`config.mk`:
```
export PLATFORM = sky130hd
export DESIGN_NAME = run_ctrl_flat
export DESIGN_NICKNAME = d
export VERILOG_FILES = /design/src/rtl/run_ctrl_pkg.sv /design/src/rtl/run_ctrl_if.sv /design/src/rtl/run_cycle_counter.sv /design/src/rtl/run_ctrl.sv /design/src/flat_wrapper.sv
export SDC_FILE = /design/constraint.sdc
export NUM_CORES = 1
export LEC_CHECK = 0
export CAP_MARGIN = 20
export CORE_MARGIN = 5
export CORE_UTILIZATION = 53
export CTS_CLUSTER_SIZE = 40
export DETAILED_ROUTE_END_ITERATION = 7
export GPL_TIMING_DRIVEN = 0
export PLACE_DENSITY = 0.88
export SYNTH_ARGS = -nofsm -noshare
export SYNTH_HDL_FRONTEND = slang
export SYNTH_HIERARCHICAL = 1
export SYNTH_SLANG_ARGS = --single-unit
```
`constraint.sdc`:
```
create_clock -name clk -period 6.5 [get_ports clk]
set_input_delay 0.975 -clock clk [delete_from_list [all_inputs] [get_ports clk]]
set_output_delay 0.975 -clock clk [all_outputs]
set_load 0.005 [all_outputs]
```
`src/rtl/run_ctrl_pkg.sv`:
```
// Shared types and constants for the run controller: FSM states, status codes, widths.
package run_ctrl_pkg;

   localparam int unsigned CNT_W    = 32;
   localparam int unsigned RET_W    = 16;
   localparam int unsigned STATUS_W = 2;
   localparam int unsigned DRAIN_W  = 4;

   typedef enum logic [1:0] {
      ST_IDLE  = 2'd0,
      ST_RUN   = 2'd1,
      ST_DRAIN = 2'd2,
      ST_DONE  = 2'd3
   } state_e;

   typedef logic [STATUS_W-1:0] status_t;

   localparam status_t STATUS_NONE    = 2'b00;
   localparam status_t STATUS_HALTED  = 2'b01;
   localparam status_t STATUS_TIMEOUT = 2'b10;
   localparam status_t STATUS_ABORTED = 2'b11;

endpackage

```
`src/rtl/run_ctrl_if.sv`:
```
// Host/CPU-facing signal bundle of the run controller; master drives commands and CPU status.
interface run_ctrl_if;
   import run_ctrl_pkg::*;

   logic                start;
   logic                step_mode;
   logic                step;
   logic                abort;
   logic                is_halt;
   logic [RET_W-1:0]    ret_val;
   logic                cpu_en;
   logic                cpu_rst;
   logic                busy;
   logic                done;
   status_t             status;
   logic [RET_W-1:0]    result;
   logic [CNT_W-1:0]    cycle_count;

   modport master (
      output start, step_mode, step, abort, is_halt, ret_val,
      input  cpu_en, cpu_rst, busy, done, status, result, cycle_count
   );

   modport slave (
      input  start, step_mode, step, abort, is_halt, ret_val,
      output cpu_en, cpu_rst, busy, done, status, result, cycle_count
   );

endinterface

```
`src/rtl/run_cycle_counter.sv`:
```
// Enable-gated cycle counter with synchronous clear that sticks at all-ones.
module run_cycle_counter
   import run_ctrl_pkg::*;
(
   input  logic             clk,
   input  logic             rst,
   input  logic             clr,
   input  logic             en,
   output logic [CNT_W-1:0] count
);

   always_ff @(posedge clk or posedge rst) begin
      if (rst) begin
         count <= '0;
      end else if (clr) begin
         count <= '0;
      end else if (en && (count != '1)) begin
         count <= count + CNT_W'(1);
      end
   end

endmodule

```
`src/rtl/run_ctrl.sv`:
```
// Run controller: sequences a CPU through reset, free-run/single-step execution, drain and done.
module run_ctrl
   import run_ctrl_pkg::*;
#(
   parameter int unsigned CYCLE_LIMIT  = 500000,
   parameter int unsigned DRAIN_CYCLES = 4
) (
   input logic       clk,
   input logic       rst,
   run_ctrl_if.slave bus
);

   state_e            state_q;
   state_e            state_d;
   logic [DRAIN_W-1:0] drain_q;
   logic [CNT_W-1:0]  cnt;
   logic [RET_W-1:0]  result_q;
   status_t           status_q;
   logic              done_q;
   logic              cpu_en_c;
   logic              cpu_rst_c;
   logic              busy_c;
   logic              start_c;
   logic              timeout_c;
   logic              drain_last_c;

   assign start_c      = bus.start && ((state_q == ST_IDLE) || (state_q == ST_DONE));
   assign timeout_c    = cpu_en_c && (cnt == CNT_W'(CYCLE_LIMIT - 1));
   assign drain_last_c = (drain_q == DRAIN_W'(DRAIN_CYCLES - 1));

   always_ff @(posedge clk or posedge rst) begin
      if (rst) state_q <= ST_IDLE;
      else     state_q <= state_d;
   end

   // Abort outranks halt, which outranks timeout.
   always_comb begin
      state_d = state_q;
      case (state_q)
         ST_IDLE, ST_DONE: if (start_c) state_d = ST_RUN;
         ST_RUN: begin
            if (bus.abort)        state_d = ST_DONE;
            else if (bus.is_halt) state_d = ST_DRAIN;
            else if (timeout_c)   state_d = ST_DRAIN;
         end
         ST_DRAIN: begin
            if (bus.abort)         state_d = ST_DONE;
            else if (drain_last_c) state_d = ST_DONE;
         end
         default: state_d = ST_IDLE;
      endcase
   end

   // CPU controls decode straight from state so reset takes effect without a clock.
   always_comb begin
      cpu_en_c  = 1'b0;
      cpu_rst_c = 1'b0;
      busy_c    = 1'b0;
      case (state_q)
         ST_IDLE:  cpu_rst_c = 1'b1;
         ST_RUN: begin
            busy_c   = 1'b1;
            cpu_en_c = bus.step_mode ? bus.step : 1'b1;
         end
         ST_DRAIN: busy_c = 1'b1;
         default: ;
      endcase
   end

   always_ff @(posedge clk or posedge rst) begin
      if (rst)                    drain_q <= '0;
      else if (state_q == ST_DRAIN) drain_q <= drain_q + DRAIN_W'(1);
      else                        drain_q <= '0;
   end

   always_ff @(posedge clk or posedge rst) begin
      if (rst) begin
         result_q <= '0;
         status_q <= STATUS_NONE;
         done_q   <= 1'b0;
      end else begin
         done_q <= (state_d == ST_DONE) && (state_q != ST_DONE);
         if (start_c) begin
            result_q <= '0;
            status_q <= STATUS_NONE;
         end else if (state_q == ST_RUN) begin
            if (bus.abort) begin
               status_q <= STATUS_ABORTED;
            end else if (bus.is_halt) begin
               result_q <= bus.ret_val;
               status_q <= STATUS_HALTED;
            end else if (timeout_c) begin
               status_q <= STATUS_TIMEOUT;
            end
         end else if ((state_q == ST_DRAIN) && bus.abort) begin
            status_q <= STATUS_ABORTED;
         end
      end
   end

   run_cycle_counter u_cycle_counter (
      .clk   (clk),
      .rst   (rst),
      .clr   (start_c),
      .en    (cpu_en_c),
      .count (cnt)
   );

   assign bus.cpu_en      = cpu_en_c;
   assign bus.cpu_rst     = cpu_rst_c;
   assign bus.busy        = busy_c;
   assign bus.done        = done_q;
   assign bus.status      = status_q;
   assign bus.result      = result_q;
   assign bus.cycle_count = cnt;

endmodule

```
`src/flat_wrapper.sv`:
```
// flat-port wrapper written by rule: the top's interface ports become plain ports
module run_ctrl_flat import run_ctrl_pkg::*;
#(
   parameter int unsigned CYCLE_LIMIT  = 500000,
   parameter int unsigned DRAIN_CYCLES = 4
)
  (clk, rst, bus_start, bus_step_mode, bus_step, bus_abort, bus_is_halt, bus_ret_val, bus_cpu_en, bus_cpu_rst, bus_busy, bus_done, bus_status, bus_result, bus_cycle_count);
  run_ctrl_if bus_i ();
  input logic clk;
  input logic rst;
  input wire logic [$bits(bus_i.start)-1:0] bus_start;
  input wire logic [$bits(bus_i.step_mode)-1:0] bus_step_mode;
  input wire logic [$bits(bus_i.step)-1:0] bus_step;
  input wire logic [$bits(bus_i.abort)-1:0] bus_abort;
  input wire logic [$bits(bus_i.is_halt)-1:0] bus_is_halt;
  input wire logic [$bits(bus_i.ret_val)-1:0] bus_ret_val;
  output wire logic [$bits(bus_i.cpu_en)-1:0] bus_cpu_en;
  output wire logic [$bits(bus_i.cpu_rst)-1:0] bus_cpu_rst;
  output wire logic [$bits(bus_i.busy)-1:0] bus_busy;
  output wire logic [$bits(bus_i.done)-1:0] bus_done;
  output wire logic [$bits(bus_i.status)-1:0] bus_status;
  output wire logic [$bits(bus_i.result)-1:0] bus_result;
  output wire logic [$bits(bus_i.cycle_count)-1:0] bus_cycle_count;
  assign bus_i.start = bus_start;
  assign bus_i.step_mode = bus_step_mode;
  assign bus_i.step = bus_step;
  assign bus_i.abort = bus_abort;
  assign bus_i.is_halt = bus_is_halt;
  assign bus_i.ret_val = bus_ret_val;
  assign bus_cpu_en = bus_i.cpu_en;
  assign bus_cpu_rst = bus_i.cpu_rst;
  assign bus_busy = bus_i.busy;
  assign bus_done = bus_i.done;
  assign bus_status = bus_i.status;
  assign bus_result = bus_i.result;
  assign bus_cycle_count = bus_i.cycle_count;
  run_ctrl #(.CYCLE_LIMIT(CYCLE_LIMIT), .DRAIN_CYCLES(DRAIN_CYCLES)) u_core (.clk(clk), .rst(rst), .bus(bus_i));
endmodule
```
==> results of run 1 <==
==> state kept, by name (all words and copies together), names as in the netlist <==
| name | flops |
|---|---|
| u_core/bus.status | 2 |
| u_core/bus.done | 1 |
| u_core/state_q | 2 |
| u_core/drain_q | 4 |
| u_core/bus.result | 16 |
| u_core/u_cycle_counter/count | 32 |
==> critical path, delay by kind of cell <==
| kind | cells | cell delay (ns) |
|---|---|---|
| AND/OR/NAND/NOR | 2 | 0.35 |
| buffers and inverters | 2 | 0.97 |
==> synthesized netlist by cell type, types with 4 or more instances <==
cell type,n
dfrtp_1,57
nand2_1,47
a21oi_1,45
o31ai_1,17
or4_1,14
o21ai_0,13
or3_1,13
inv_1,11
nand3_1,11
nand4_1,8
nor2_1,7
clkbuf_1,6
ha_1,6
and2_1,5
buf_2,5
nor4_1,5
and4_1,4
==> worst paths after layout <==
path / depth (start not counted) / to / slack, ns / startpoint
hold reg to reg: 1 / u_core/drain_q[0] / 0.47 / u_core/drain_q[0]
max in group asynchronous: 2 / u_core/state_q[1] / 4.72 / rst
setup reg to reg: 10 / u_core/u_cycle_counter/count[21] / 3.56 / u_core/state_q[1]
setup / recovery: 4 / bus_cpu_en / 3.22 / bus_step
min in group asynchronous: 2 / u_core/u_cycle_counter/count[10] / 1.09 / rst
hold / removal: 1 / u_core/drain_q[0] / 0.47 / u_core/drain_q[0]
==> cell type report <==
cell class / count / area (sq um)
timing repair buffer: 77 / 788
fill: 410 / 1370
tap: 72 / 90.1
clock inverter: 6 / 105
multi-input combinational: 239 / 1490
inverter: 11 / 41.3
clock buffer: 10 / 138
buffer: 12 / 58.8
sequential: 57 / 1430
==> cell families after synthesis <==
logic type	after synthesis	synth area share (%)
AOI/OAI and AO/OA	86	17.4
xor gates and xnor gates	5	1.45
adders and majority gates	6	2.49
buffers and inverters	23	3.32
DFF	57	47.3
muxes	1	0.332
and+or+nand+nor	141	27.7
==> stage by stage <==
| stage | utilization, % | area, sq um |
|---|---|---|
| after floorplan | - | 3010 |
| after global placement | 70.2 | 3860 |
| after detailed placement | 70.7 | 3890 |
| after CTS | 75.1 | 4140 |
| after global routing | 75.1 | 4140 |
| final | 75.1 | 4140 |
==> power groups by stage <==
stage	Clock [W]	Combinational (W)	Sequential, W
after floorplan	0	0.000209	0.000470
after global placement	0	0.000404	0.000467
after detailed placement	0	0.000424	0.000471
after CTS	0.000406	0.000427	0.000465
after global routing	0.000427	0.000465	0.000474
final	0.000397	0.000426	0.000464
==> layer usage <==
| metal | GRT usage, % | routed length [um] | vias to the layer above |
|---|---|---|---|
| li1 | - | - | 1376 |
| met1 | 28.2 | 3320 | 1440 |
| met2 | 37.9 | 3880 | 102 |
| met3 | 4.76 | 562 | 4 |
| met4 | 7.34 | 32 | 0 |
| met5 | 0 | 0 | - |
==> impl_metrics.csv, run 1 <==
group,metric,value,unit
outcome,status,"finished, final reports clean",
sta,setup_ws,3.22,ns
critical_path,crit_path_end_kind,"output pin",
yosys,synth_cell_types,49,
route,wire_per_inst,16.1,um
floorplanning,pin_count,77,
critical_path,worstPathRequired,5.52,ns
sta,hold_violations,0,
sta,period_minus_slack,3.28,ns
power_and_ir_drop,power_leakage,1.64,nW
final_layout,drive_above_1_share,8.01,%
clocking,cts_setup_buffers,0,
final_layout,finalNonFillerCells,484,
yosys,netlist_instances,319,
clocking,cts.sinks,57,
critical_path,crit_arrival,2.30,ns
route,ant_nets,0,
clocking,hold_buffers,0,
critical_path,path_class,"input pin to output pin",
yosys,ys_warn_count,6,
power_and_ir_drop,clkPwrFrac,30.9,%
power_and_ir_drop,ir_drop,0.186,mV
yosys,synth-seq-cells,57,
yosys,synth_ff_type,"dfrtp_1",
final_layout,antenna_cells,0,
power_and_ir_drop,power,0.00129,W
power_and_ir_drop,p_sw_share,30.3,%
yosys,synth.top_cell.area_share,47.3,%
power_and_ir_drop,switchingPower,0.000390,W
yosys,syn_nets,348,
global_routing,grt_usage,22.3,%
route,num_vias,2922,
sta,fin_skew,0.00477,ns
critical_path,start_kind,"input pin",
final_layout,final_net_count,436,
global_routing,antenna_found_initial,0,
final_layout,final_common_cell,"clkdlybuf4s50_1",
yosys,async_reset_ff_share,100,%
route,drc,0,
global_routing,grt_max_degree,26,
power_and_ir_drop,power_frac_comb,33.1,%
yosys,synth-edff-count,0,
sta,min_period_over_period,50.4,%
floorplanning,initial_core_util,54.7,%
clocking,cts.path.max_buffers,2,
critical_path,cp_max_fo,4,
floorplanning,die_h,85.4,um
route,avgViaCountPerCell,6.04,
global_routing,grt_pass1_vias,2808,
global_routing,gr-total-overflow,0,
critical_path,crit_top_cell,"clkdlybuf4s50_1",
placement,port_buffers,76,
floorplanning,std_cell_rows,27,
placement,hpwl,5690,um
final_layout,area_growth,37.2,%
placement,dp.cells,468,
final_layout,final_cell_mix,"76 x clkdlybuf4s50_1, 57 x dfrtp_1, 47 x nand2_1, 45 x a21oi_1, 17 x o31ai_1",
route,first_iter_violations,138,
clocking,path_clk_slew,0.06,ns
power_and_ir_drop,power.internal,0.000898,W
power_and_ir_drop,p_seq_share,36.1,%
sta,relSlewSlack,29.8,%
yosys,syn_area,3010,sq um
yosys,synth_top_area_cell,"dfrtp_1",
global_routing,grt_pass1_wl,13300,um
critical_path,critPathSlowestCell,"clkdlybuf4s50_1",
power_and_ir_drop,powerDensity,311,nW/um^2
sta,drv_slew,0,
floorplanning,coreArea,5510,sq um
sta,worst_slew_pin_slew,1.04,ns
yosys,synth_seq_area_share,47.3,%
placement,globalplace.congestion,0.768,
sta,max_freq,0.305,GHz
route,drt-total-wl,7790,um
sta,rsz0062_at_grt,"no",
sta,setup_viol,0,
clocking,root_buffer,"clkbuf_8",
critical_path,max_stage_delay,0.53,ns
clocking,cts_buffers,9,
job,cap_violations,0,
sta,tns,0,ns
route,first_pass_iters,4,
floorplanning,dieWidth,85.4,um
floorplanning,die-area,7290,sq um
clocking,clkLatencyLatePin,0.32,ns
clocking,cts-resized-gates,0,
yosys,yosys-top-cells-area,"dfrtp_1 47%, a21oi_1 7.5%, nand2_1 5.9%",
clocking,cts_htree_levels,3,
min_path,min_path_type,"flop to flop",
critical_path,cp_cell_sequence,"clkdlybuf4s50_1 > nand2b_1 > and2_1 > clkdlybuf4s50_1",
placement,dp_slack,2.97,ns
yosys,avgSynthCellArea,9.45,sq um
clocking,cts_tree,"done",
sta,holdWs,0.466,ns
Power figures use the tool's default switching activity.
==> run 2, diff against run 1 <==
--- a/config.mk
+++ b/config.mk
@@ -7,11 +7,11 @@
 export LEC_CHECK = 0
 export CAP_MARGIN = 20
 export CORE_MARGIN = 5
-export CORE_UTILIZATION = 53
+export CORE_UTILIZATION = 44
 export CTS_CLUSTER_SIZE = 40
 export DETAILED_ROUTE_END_ITERATION = 7
 export GPL_TIMING_DRIVEN = 0
-export PLACE_DENSITY = 0.88
+export PLACE_DENSITY = 0.78
 export SYNTH_ARGS = -nofsm -noshare
 export SYNTH_HDL_FRONTEND = slang
 export SYNTH_HIERARCHICAL = 1
==> constraint.sdc (replaced) <==
create_clock -name clk -period 2.8 [get_ports clk]
set_input_delay 0.42 -clock clk [delete_from_list [all_inputs] [get_ports clk]]
set_output_delay 0.42 -clock clk [all_outputs]
set_load 0.005 [all_outputs]
==> impl_metrics.csv, run 2 (synthesized netlist as in run 1, its figures left out) <==
group,metric,value,unit
sta,drv_slew,0,
floorplanning,initial_core_util,44.9,%
sta,fin_skew,0.0104,ns
floorplanning,die_h,92.8,um
sta,worst_slew_pin_slew,0.929,ns
placement,dp.cells,476,
clocking,hold_buffers,0,
placement,dp_slack,-0.162,ns
final_layout,antenna_cells,0,
floorplanning,coreArea,6720,sq um
critical_path,crit_family,"simple AND/OR/NAND/NOR gates",
route,first_pass_iters,4,
floorplanning,pin_count,77,
clocking,cts.path.max_buffers,2,
clocking,clkLatencyLatePin,0.33,ns
sta,min_period_over_period,93.3,%
min_path,worstHoldStart,"u_core/drain_q[0]",
critical_path,start_kind,"flop",
power_and_ir_drop,powerDensity,697,nW/um^2
final_layout,regMostFlops,"u_core/u_cycle_counter/count",
route,num_vias,2861,
sta,setup_ws,0.188,ns
clocking,cts_buffers,9,
final_layout,area_growth,38.6,%
floorplanning,std_cell_rows,30,
global_routing,grt_max_degree,26,
final_layout,regArea,1430,sq um
sta,setup_viol,0,
sta,period_minus_slack,2.61,ns
critical_path,crit_top_cell,"clkbuf_4",
final_layout,stdcell_area,4180,sq um
clocking,cts_htree_levels,3,
route,first_iter_violations,120,
critical_path,crit_arrival,2.86,ns
final_layout,finalNonFillerCells,496,
route,ant_nets,0,
final_layout,multiInputGateArea,1510,sq um
critical_path,path_class,"flop to flop",
job,cap_violations,0,
final_layout,final_common_cell,"clkdlybuf4s50_1",
sta,max_freq,0.383,GHz
final_layout,fill_cells,553,
critical_path,path_buf_inv,3,
critical_path,cp-startpoint,"u_core/state_q[1]",
critical_path,worstPathRequired,3.05,ns
global_routing,gr-total-overflow,0,
critical_path,max_stage_delay,0.43,ns
floorplanning,die-area,8610,sq um
clocking,root_buffer,"clkbuf_8",
sta,rsz0062_at_grt,"no",
critical_path,crit_path_end_kind,"flop",
placement,globalplace.congestion,0.811,
critical_path,critPathSlowestCell,"dfrtp_1",
global_routing,antenna_found_initial,0,
final_layout,final_cell_mix,"76 x clkdlybuf4s50_1, 57 x dfrtp_1, 47 x nand2_1, 45 x a21oi_1, 17 x o31ai_1",
route,wire_per_inst,15.8,um
min_path,min_path_type,"flop to flop",
global_routing,grt_pass1_wl,13300,um
sta,relSlewSlack,38.0,%
critical_path,rr_startpoint,"u_core/state_q[1]",
clocking,cts_tree,"done",
sta,hold_violations,0,
placement,port_buffers,76,
critical_path,cp_max_fo,10,
power_and_ir_drop,power_leakage,1.65,nW
clocking,cts.sinks,57,
route,avgViaCountPerCell,5.77,
critical_path,cp_cell_sequence,"inv_1 > ha_1 > clkbuf_4 > and2_2 > nand4_1 > nor3_2 > o311ai_2 > clkbuf_4 > or4_1 > a21oi_1",
global_routing,grt_pass1_vias,2839,
placement,dpl_cell_area,3900,sq um
final_layout,largest_reg_flops,32,
final_layout,drive_above_1_share,9.86,%
final_layout,final_net_count,440,
power_and_ir_drop,ir_drop,0.315,mV
route,drc,0,
floorplanning,dieWidth,92.8,um
outcome,status,"finished, final reports clean",
global_routing,grt_usage,18.9,%
clocking,path_clk_slew,0.07,ns
placement,hpwl,5600,um
sta,holdWs,0.465,ns
route,drt-total-wl,7820,um
-- run 2: cell types whose count changed in the layout (fill, tap and decap cells not counted), moves of 2 or more --
| cell | change |
|---|---|
| buf_4 | +3 |
| buf_2 | -2 |
| clkbuf_2 | +2 |
| clkbuf_4 | +2 |
-- run 2: cell type report --
type                    instances  share of cell area [%]
multi-input cells             239                    36.1
flip-flops and latches         57                    34.2
repair buffers                 81                    19.5
clock buffers                  11                    3.39
well taps                      80                    2.40
clock inverters                 5                    1.89
plain buffers                  12                    1.56
inverters                      11                   0.989
-- run 2: where the power goes --
group          switching, W  leakage, nW  internal [W]
Clock              0.000325        0.113      0.000524
Sequential         0.000106        0.777      0.000970
Combinational      0.000477        0.762      0.000510
-- run 2: routing by layer --
metal  global-route usage, %  vias to the layer above  share of wire (%)
li1                        -                     1379                  -
met1                    24.0                     1380                 45
met2                    31.2                       91                 47
met3                    3.82                       11                6.0
met4                    7.94                        0                1.5
met5                       0                        -                  0
-- run 2: per-stage QoR --
| step | power, W | setup TNS [ns] | utilization (%) |
|---|---|---|---|
| CTS | 0.00293 | 0 | 61.5 |
| finish | 0.00291 | 0 | 62.2 |
| floorplan | 0.00158 | 0 | - |
| detailed placement | 0.00207 | -0.430 | 58.1 |
| global placement | 0.00204 | -0.294 | 57.7 |
| global route | 0.00310 | 0 | 62.2 |
-- run 2: path summary, 6_finish.rpt --
| check | to | slack, ns | depth (start not counted) |
|---|---|---|---|
| worst max-delay path | u_core/u_cycle_counter/count[21] | 0.19 | 10 |
| worst min-delay path | u_core/drain_q[0] | 0.46 | 1 |
| worst max register to register | u_core/u_cycle_counter/count[21] | 0.19 | 10 |
| worst min register to register | u_core/drain_q[0] | 0.46 | 1 |
| max in group asynchronous | u_core/state_q[0] | 1.60 | 2 |
| min in group asynchronous | u_core/u_cycle_counter/count[9] | 0.56 | 2 |
-- run 2: what timing repair did --
item | CTS | global route
pin swaps | 1 | 2
gates resized for setup | 2 | 6
endpoints found under the setup margin | 2 | 30
buffers inserted | 0 | 3
